===== config.mk =====
export PLATFORM = sky130hd
export DESIGN_NAME = gpio_cfg_loader
export DESIGN_NICKNAME = d
export VERILOG_FILES = /design/src/rtl/gpio_cfg_loader.sv
export SDC_FILE = /design/constraint.sdc
export NUM_CORES = 1
export LEC_CHECK = 0
export BUFFER_PORTS_ARGS = -buffer_cell sky130_fd_sc_hd__buf_2
export CAP_MARGIN = 0
export CORE_AREA = 2 2 185 187
export DETAILED_ROUTE_END_ITERATION = 10
export DIE_AREA = 0 0 187 189
export GPL_TIMING_DRIVEN = 0
export PLACE_DENSITY_LB_ADDON = 0.12
export SLEW_MARGIN = 20
export SYNTH_ARGS = -nofsm -noshare
export SYNTH_HDL_FRONTEND = slang
export SYNTH_SLANG_ARGS = --single-unit

===== constraint.sdc =====
create_clock -name mclk -period 2.91 [get_ports mclk]
set_input_delay 0.1455 -clock mclk [delete_from_list [all_inputs] [get_ports mclk]]
set_output_delay 0.1455 -clock mclk [all_outputs]
set_load 0.02 [all_outputs]

===== src/rtl/gpio_cfg_loader.sv =====
// Loads the pad-control chain: snapshots the per-pad config file, shifts it out MSB-first, then pulses serial_load.
// busy for 2*CLK_DIV*(TOTAL+1) cycles after xfer_start; writes and starts are ignored while busy (writes flag cfg_wr_err).
module gpio_cfg_loader #(
  parameter int NUM_PADS = 6,
  parameter int PAD_CTRL_BITS = 12,
  parameter logic [PAD_CTRL_BITS-1:0] GPIO_DEFAULT = 12'hC00,
  parameter int CLK_DIV = 2,
  localparam int AW = $clog2(NUM_PADS)
) (
  input  logic                     mclk,
  input  logic                     resetn,
  input  logic                     cfg_wr,
  input  logic [AW-1:0]            cfg_addr,
  input  logic [PAD_CTRL_BITS-1:0] cfg_wdata,
  output logic [PAD_CTRL_BITS-1:0] cfg_rdata,
  output logic                     cfg_wr_err,
  input  logic                     xfer_start,
  output logic                     busy,
  output logic                     done,
  output logic                     serial_clock,
  output logic                     serial_data,
  output logic                     serial_load
);

  localparam int TOTAL = NUM_PADS * PAD_CTRL_BITS;
  localparam int PW = $clog2(CLK_DIV + 1);
  localparam int BW = $clog2(TOTAL + 1);

  localparam logic [2:0] IDLE     = 3'd0;
  localparam logic [2:0] SHIFT_LO = 3'd1;
  localparam logic [2:0] SHIFT_HI = 3'd2;
  localparam logic [2:0] LOAD_LO  = 3'd3;
  localparam logic [2:0] LOAD_HI  = 3'd4;
  localparam logic [2:0] DONE     = 3'd5;

  logic [PAD_CTRL_BITS-1:0] words [NUM_PADS];
  logic [TOTAL-1:0]         file_flat;
  logic [TOTAL-1:0]         snap;
  logic [2:0]               state;
  logic [PW-1:0]            phase;
  logic [BW-1:0]            bit_cnt;
  logic                     addr_ok;
  logic                     wr_ok;
  logic                     phase_end;

  // word[NUM_PADS-1] sits at the top of the flat image so the MSB leaves first
  always_comb begin
    file_flat = '0;
    cfg_rdata = '0;
    for (int i = 0; i < NUM_PADS; i++) begin
      file_flat[i*PAD_CTRL_BITS +: PAD_CTRL_BITS] = words[i];
      if (cfg_addr == AW'(i)) cfg_rdata = words[i];
    end
  end

  assign addr_ok   = (32'(cfg_addr) < NUM_PADS);
  assign busy      = (state != IDLE) && (state != DONE);
  assign wr_ok     = cfg_wr && !busy && addr_ok;
  assign phase_end = (phase == PW'(CLK_DIV - 1));

  always_ff @(posedge mclk or negedge resetn) begin
    if (!resetn) begin
      for (int i = 0; i < NUM_PADS; i++) words[i] <= GPIO_DEFAULT;
      cfg_wr_err <= 1'b0;
    end else begin
      cfg_wr_err <= cfg_wr && !wr_ok;
      if (wr_ok) begin
        for (int i = 0; i < NUM_PADS; i++)
          if (cfg_addr == AW'(i)) words[i] <= cfg_wdata;
      end
    end
  end

  // The snapshot reads the file before this edge's write lands, so a same-cycle write ships next time
  always_ff @(posedge mclk or negedge resetn) begin
    if (!resetn) begin
      state   <= IDLE;
      phase   <= '0;
      bit_cnt <= '0;
      snap    <= '0;
    end else begin
      case (state)
        IDLE: begin
          if (xfer_start) begin
            snap    <= file_flat;
            bit_cnt <= '0;
            phase   <= '0;
            state   <= SHIFT_LO;
          end
        end
        SHIFT_LO: begin
          if (phase_end) begin
            phase <= '0;
            state <= SHIFT_HI;
          end else phase <= phase + 1'b1;
        end
        SHIFT_HI: begin
          if (phase_end) begin
            phase <= '0;
            if (bit_cnt == BW'(TOTAL - 1)) state <= LOAD_LO;
            else begin
              snap    <= {snap[TOTAL-2:0], 1'b0};
              bit_cnt <= bit_cnt + 1'b1;
              state   <= SHIFT_LO;
            end
          end else phase <= phase + 1'b1;
        end
        LOAD_LO: begin
          if (phase_end) begin
            phase <= '0;
            state <= LOAD_HI;
          end else phase <= phase + 1'b1;
        end
        LOAD_HI: begin
          if (phase_end) begin
            phase <= '0;
            state <= DONE;
          end else phase <= phase + 1'b1;
        end
        DONE:    state <= IDLE;
        default: state <= IDLE;
      endcase
    end
  end

  assign serial_clock = (state == SHIFT_HI);
  assign serial_data  = ((state == SHIFT_LO) || (state == SHIFT_HI)) && snap[TOTAL-1];
  assign serial_load  = (state == LOAD_HI);
  assign done         = (state == DONE);

endmodule


==> run summary, run 1 <==
status = completed
EDFF count, synth = 0
grt ovf = 0
CTS H-tree lvls = 4
share of the synthesized area in the top cell type = 46.1%
RSZ-0062 raised after global routing = no
Fillers = 3436
WL per Instance = 20.0 µm
Worst Path Arrival = 3.02 ns
Final Cycle Share = 93.1%
HPWL Detailed = 15900 µm
final slew viol count = 0
HP Class = in2reg
post-synthesis instance total = 564
Die H = 189 µm
1st-pass router iterations = 4
final core occ = 28.0%
area occupied by multi-input gates = 3640 µm²
Syn Area/Cell = 13.9 µm²
Commonest cells post-synth = mux2_2 (157), dfrtp_1 (145), mux2_4 (50)
Worst setup EP type = flip-flop
Clk Latency, worst-skew pair = 0.42 ns
initial antenna violation count = 1
CTS tree = done
Global Route Usage Sum = 12.6%
FF-to-FF Start = state[1]$_DFFE_PN0P_
routability cong. = 0.784
Worst-Margin Slew = 0.782 ns
Netlist cell types = 51
WS Path Type = reg2reg
I/O Buffers = 34
# Max-Cap Violations = 0
Vias/cell = 4.37
number of inserted diodes = 0
Placed Area = 8630 µm²
Worst Setup SP = state[1]$_DFFE_PN0P_
Req. time, crit path = 3.22 ns
Critical Path Source Type = flip-flop
Design Area, Final = 9300 µm²
Worst Path Max Fanout = 10
DIE AREA = 35300 µm²
LEAKAGE = 4.52 nW
Mapped Nets = 584
share of layout cells above drive strength 1 = 49.6%
first-pass GRT wire length = 33300 µm
Hold Vio Cnt, Final = 0
Die X = 187 µm
Seq/Total Area, Yosys = 50.1%
hold_sp = cfg_wdata[7]
nets@finish = 640
clk buf depth = 2
initial core utilization = 23.6%
routed via count = 4722
power per cell area = 518 nW/µm²
Reg area = 3940 µm²
Row Count = 67
Post-DRT Antenna Nets = 0
# IOs = 37
most frequent cell after synthesis = mux2_2
Yosys top cell by area = dfrtp_1
Synth area leaders = dfrtp_1 (46%), mux2_2 (22%), mux2_4 (9.5%)
placed instance count = 1047
core area = 33300 µm²
total CTS buffers = 17
minimum clock period = 2.71 ns
asr flop ratio synth = 100%
Fmax achieved = 369 MHz
Max IR drop VDD = 0.265 mV
Remaining DRCs = 0
synthesis-stage register bit count = 157
Final Skew = 0.0114 ns
Pwr Total = 4.82 mW
Clk pin slew, worst setup/hold paths = 0.07 ns
largest net degree at the start of global routing = 90
vias in the first global route = 5081
CTS Root Cell = clkbuf_16
YS warnings = 0
relative slew slack = 47.9%
Detailed Route WL = 21600 µm
Synth Flop Type = dfrtp_1
Non-Filler Instances = 1081
Mapped Area = 7870 µm²
CTS sink count = 157
first-iteration detailed-routing DRC count = 182
# Post-CTS Setup Buffers = 0
Synth-to-Final Area Change = 18.3%
Setup-failing EPs final = 0
cells in the final DEF (no fill, tap or decap), types with 4 or more instances in the layout:
master and n:
nor3_1 9, nand2b_1 4, inv_6 4, o221ai_1 10
mux2_4 50, mux2i_1 23, dfstp_2 12, dfrtp_1 145
and3_1 4, inv_1 7, bufinv_16 4, mux2_2 157
buf_2 44, nor4_1 4, nor2_1 17, a21oi_1 13
mux2_1 7, buf_12 6, clkbuf_16 17, nand2_1 19
clkbuf_1 12
power breakdown:
group          total, mW  switching, mW  leakage [nW]  internal (mW)
logic              0.152          0.114          2.07         0.0378
clock network       2.47          0.954         0.318           1.52
registers           2.20        0.00599          2.13           2.19
sequential cells by signal, indices dropped and copies added, names as in the netlist:
signal / count
phase: 2
snap: 72
cfg_wr_err: 1
state: 3
bit_cnt: 7
file_flat: 72
path summary, 6_finish.rpt:
kind | to | slack (ns) | cells past startpoint
max | snap[28]$_DFFE_PN0P_ | 0.20 | 6
min | file_flat[31]$_DFFE_PN0P_ | 0.1 | 2
max reg2reg | snap[28]$_DFFE_PN0P_ | 0.20 | 6
min reg2reg | snap[42]$_DFFE_PN0P_ | 0.49 | 1
max in group asynchronous | file_flat[71]$_DFFE_PN1P_ | 1.73 | 3
min in group asynchronous | snap[65]$_DFFE_PN0P_ | 0.29 | 2
cell families after synthesis:
kind of cell / Yosys count / synth area share, %
muxes: 239 / 36.5
AOI/OAI and AO/OA: 48 / 4.50
DFF: 157 / 50.1
xor gates and xnor gates: 2 / 0.223
buffers and inverters: 41 / 3.56
and+or+nand+nor: 76 / 4.90
adders and majority gates: 1 / 0.159
metrics by stage:
step | TNS, ns | setup WS [ns] | hold slack, ns
final | 0 | 0.202 | 0.0967
after global routing | 0 | 0.0375 | 0.0886
after CTS | 0 | 0.130 | 0.0857
after detailed placement | -0.180 | -0.0711 | 0.147
after global placement | -132.36 | -0.924 | 0.435
after floorplan | 0 | 0.822 | -0.150
critical path, cell delays in order (launching register included):
cell and delay (ns):
dfrtp_1 0.35, buf_2 0.20, inv_1 0.19, nor2_2 0.60, clkbuf_1 0.56, mux2_2 0.42
mux2_4 0.27
repair_timing:
item | in CTS | in global routing
endpoints found under the hold margin | 66 | 0
setup endpoints to repair | 10 | 0
hold buffers | 2 | 0
resized for setup | 1 | 0
area by class of cell:
class,instances,share of cell area (%)
sequential,157,42.4
multi-input combinational,366,39.1
tap,448,6.02
clock buffer,20,5.02
buffer,34,2.74
timing repair buffer,37,2.45
clock inverter,12,1.95
inverter,7,0.282
metal layers:
metal | track usage, % | share of wire (%) | vias to the layer above | routed length, µm
met4 | 3.75 | 1.8 | 0 | 397
met2 | 21.1 | 48 | 54 | 10300
met3 | 1.93 | 2.1 | 13 | 461
met5 | 0 | 0 | - | 0
li1 | - | - | 2171 | -
met1 | 17.0 | 48 | 2484 | 10400
No activity file was read; power rests on OpenSTA's default activity.
==> inputs of run 2 (changes only) <==
--- a/config.mk
+++ b/config.mk
@@ -7,6 +7,8 @@
 export LEC_CHECK = 0
 export BUFFER_PORTS_ARGS = -buffer_cell sky130_fd_sc_hd__buf_2
 export CAP_MARGIN = 0
+export CELL_PAD_IN_SITES_DETAIL_PLACEMENT = 1
+export CELL_PAD_IN_SITES_GLOBAL_PLACEMENT = 1
 export CORE_AREA = 2 2 185 187
 export DETAILED_ROUTE_END_ITERATION = 10
 export DIE_AREA = 0 0 187 189
==> run summary, run 2 (same netlist as run 1, synthesis figures left out) <==
WS Path Type = reg2reg
initial antenna violation count = 0
total CTS buffers = 17
power per cell area = 519 nW/µm²
worst hold slack = 0.114 ns
Req. time, crit path = 3.23 ns
initial core utilization = 23.6%
crit-path cells = or2_2 > nor2_4 > clkbuf_1 > mux2_2 > mux2_4
nets@finish = 640
DP Worst Slack = 0.00527 ns
largest net degree at the start of global routing = 93
I/O Buffers = 34
CTS H-tree lvls = 4
first-pass GRT wire length = 35600 µm
final slew viol count = 0
grt ovf = 0
slowest stage delay, CP = 0.60 ns
clk buf depth = 2
Worst setup EP type = flip-flop
most frequent cells in the layout = mux2_2 (157), dfrtp_1 (145), mux2_4 (50), buf_2 (44), mux2i_1 (23)
Remaining DRCs = 0
minimum clock period = 2.57 ns
final worst-path setup slack = 0.341 ns
1st-pass router iterations = 4
Worst Path Arrival = 2.88 ns
Hold Vio Cnt, Final = 0
Post-DRT Antenna Nets = 0
slowest stage cell, crit path = clkbuf_1
HPWL Detailed = 16800 µm
LEAKAGE = 4.52 nW
Clk Latency, worst-skew pair = 0.43 ns
Max IR drop VDD = 0.294 mV
routability cong. = 0.818
first-iteration detailed-routing DRC count = 150
CTS sink count = 157
Final Cycle Share = 88.3%
# IOs = 37
core area = 33300 µm²
WL per Instance = 21.2 µm
relative slew slack = 47.9%
Worst Path Max Fanout = 10
Setup-failing EPs final = 0
Row Count = 67
Worst-Margin Slew = 0.776 ns
final core occ = 28.0%
vias in the first global route = 5322
CTS tree = done
# Max-Cap Violations = 0
Fmax achieved = 389 MHz
HP Class = in2reg
Placed Area = 8630 µm²
RSZ-0062 raised after global routing = no
number of inserted diodes = 0
commonest non-fill, non-tap cell in the layout = mux2_2
# Post-CTS Setup Buffers = 0
share of layout cells above drive strength 1 = 49.6%
Die H = 189 µm
Die X = 187 µm
Detailed Route WL = 22900 µm
Global Route Usage Sum = 13.6%
Critical Path Source Type = flip-flop
routed via count = 4776
Clk pin slew, worst setup/hold paths = 0.07 ns
Synth-to-Final Area Change = 18.3%
Final Skew = 0.0136 ns
status = completed
CTS Root Cell = clkbuf_16
DIE AREA = 35300 µm²
Design Area, Final = 9310 µm²
Vias/cell = 4.42
==> run 2: changes by cell type in the layout (fill, tap and decap cells not counted), sizes merged <==
| cell | change |
|---|---|
| inv | +4 |
| clkbuf | -3 |
| clkinv | -1 |
==> run 2: through the flow <==
step | setup TNS, ns | std cells | power [mW]
final | 0 | 1081 | 4.83
after global routing | 0 | 1081 | 5.04
after CTS | 0 | 1081 | 4.91
after detailed placement | 0 | 1047 | 2.40
after global placement | -127.58 | 1046 | 2.39
after floorplan | 0 | 564 | 2.28
==> run 2: worst max-delay path: cells and delay by family, from the launching register on <==
family | cells | cell delay [ns]
simple gates | 2 | 0.73
flops | 1 | 0.43
buf+inv | 1 | 0.60
mux | 2 | 0.69
==> run 2: worst paths after layout <==
kind                                             end  slack, ns                  from  depth (start not counted)
max                             snap[18]$_DFFE_PN0P_       0.34  state[2]$_DFFE_PN0P_                          5
min                        file_flat[24]$_DFFE_PN0P_       0.11          cfg_wdata[0]                          2
max reg2reg                     snap[18]$_DFFE_PN0P_       0.34  state[2]$_DFFE_PN0P_                          5
min reg2reg                     snap[46]$_DFFE_PN0P_       0.50  snap[46]$_DFFE_PN0P_                          1
max in group asynchronous  file_flat[47]$_DFFE_PN1P_       1.77                resetn                          3
min in group asynchronous       snap[65]$_DFFE_PN0P_       0.25                resetn                          2
==> run 2: power breakdown <==
| group | switching, mW | total, mW | internal [mW] | leakage, nW |
|---|---|---|---|---|
| clock | 1.01 | 2.48 | 1.47 | 0.314 |
| sequential | 0.00606 | 2.19 | 2.19 | 2.13 |
| combinational | 0.118 | 0.155 | 0.0378 | 2.07 |
| total | 1.14 | 4.83 | 3.69 | 4.52 |
==> run 2: metal layers <==
layer  routed length (µm)  global-route usage, %
met1                11100                   18.7
met2                11000                   22.2
met3                  449                   2.13
met4                  361                   4.06
met5                    0                      0
==> run 2: what timing repair did <==
action | 4_1_cts | 5_1_grt
setup endpoints to repair | 0 | 22
resized for setup | 0 | 3
hold endpoints to repair | 60 | 0
hold buffers | 2 | 0
==> run 2: area by class of cell <==
class	count	area, µm²
clock inverter	15	220
clock buffer	17	425
multi-input combinational	366	3650
buffer	34	255
tap	448	561
sequential	157	3940
inverter	7	26.3
timing repair buffer	37	228
fill	3568	24000
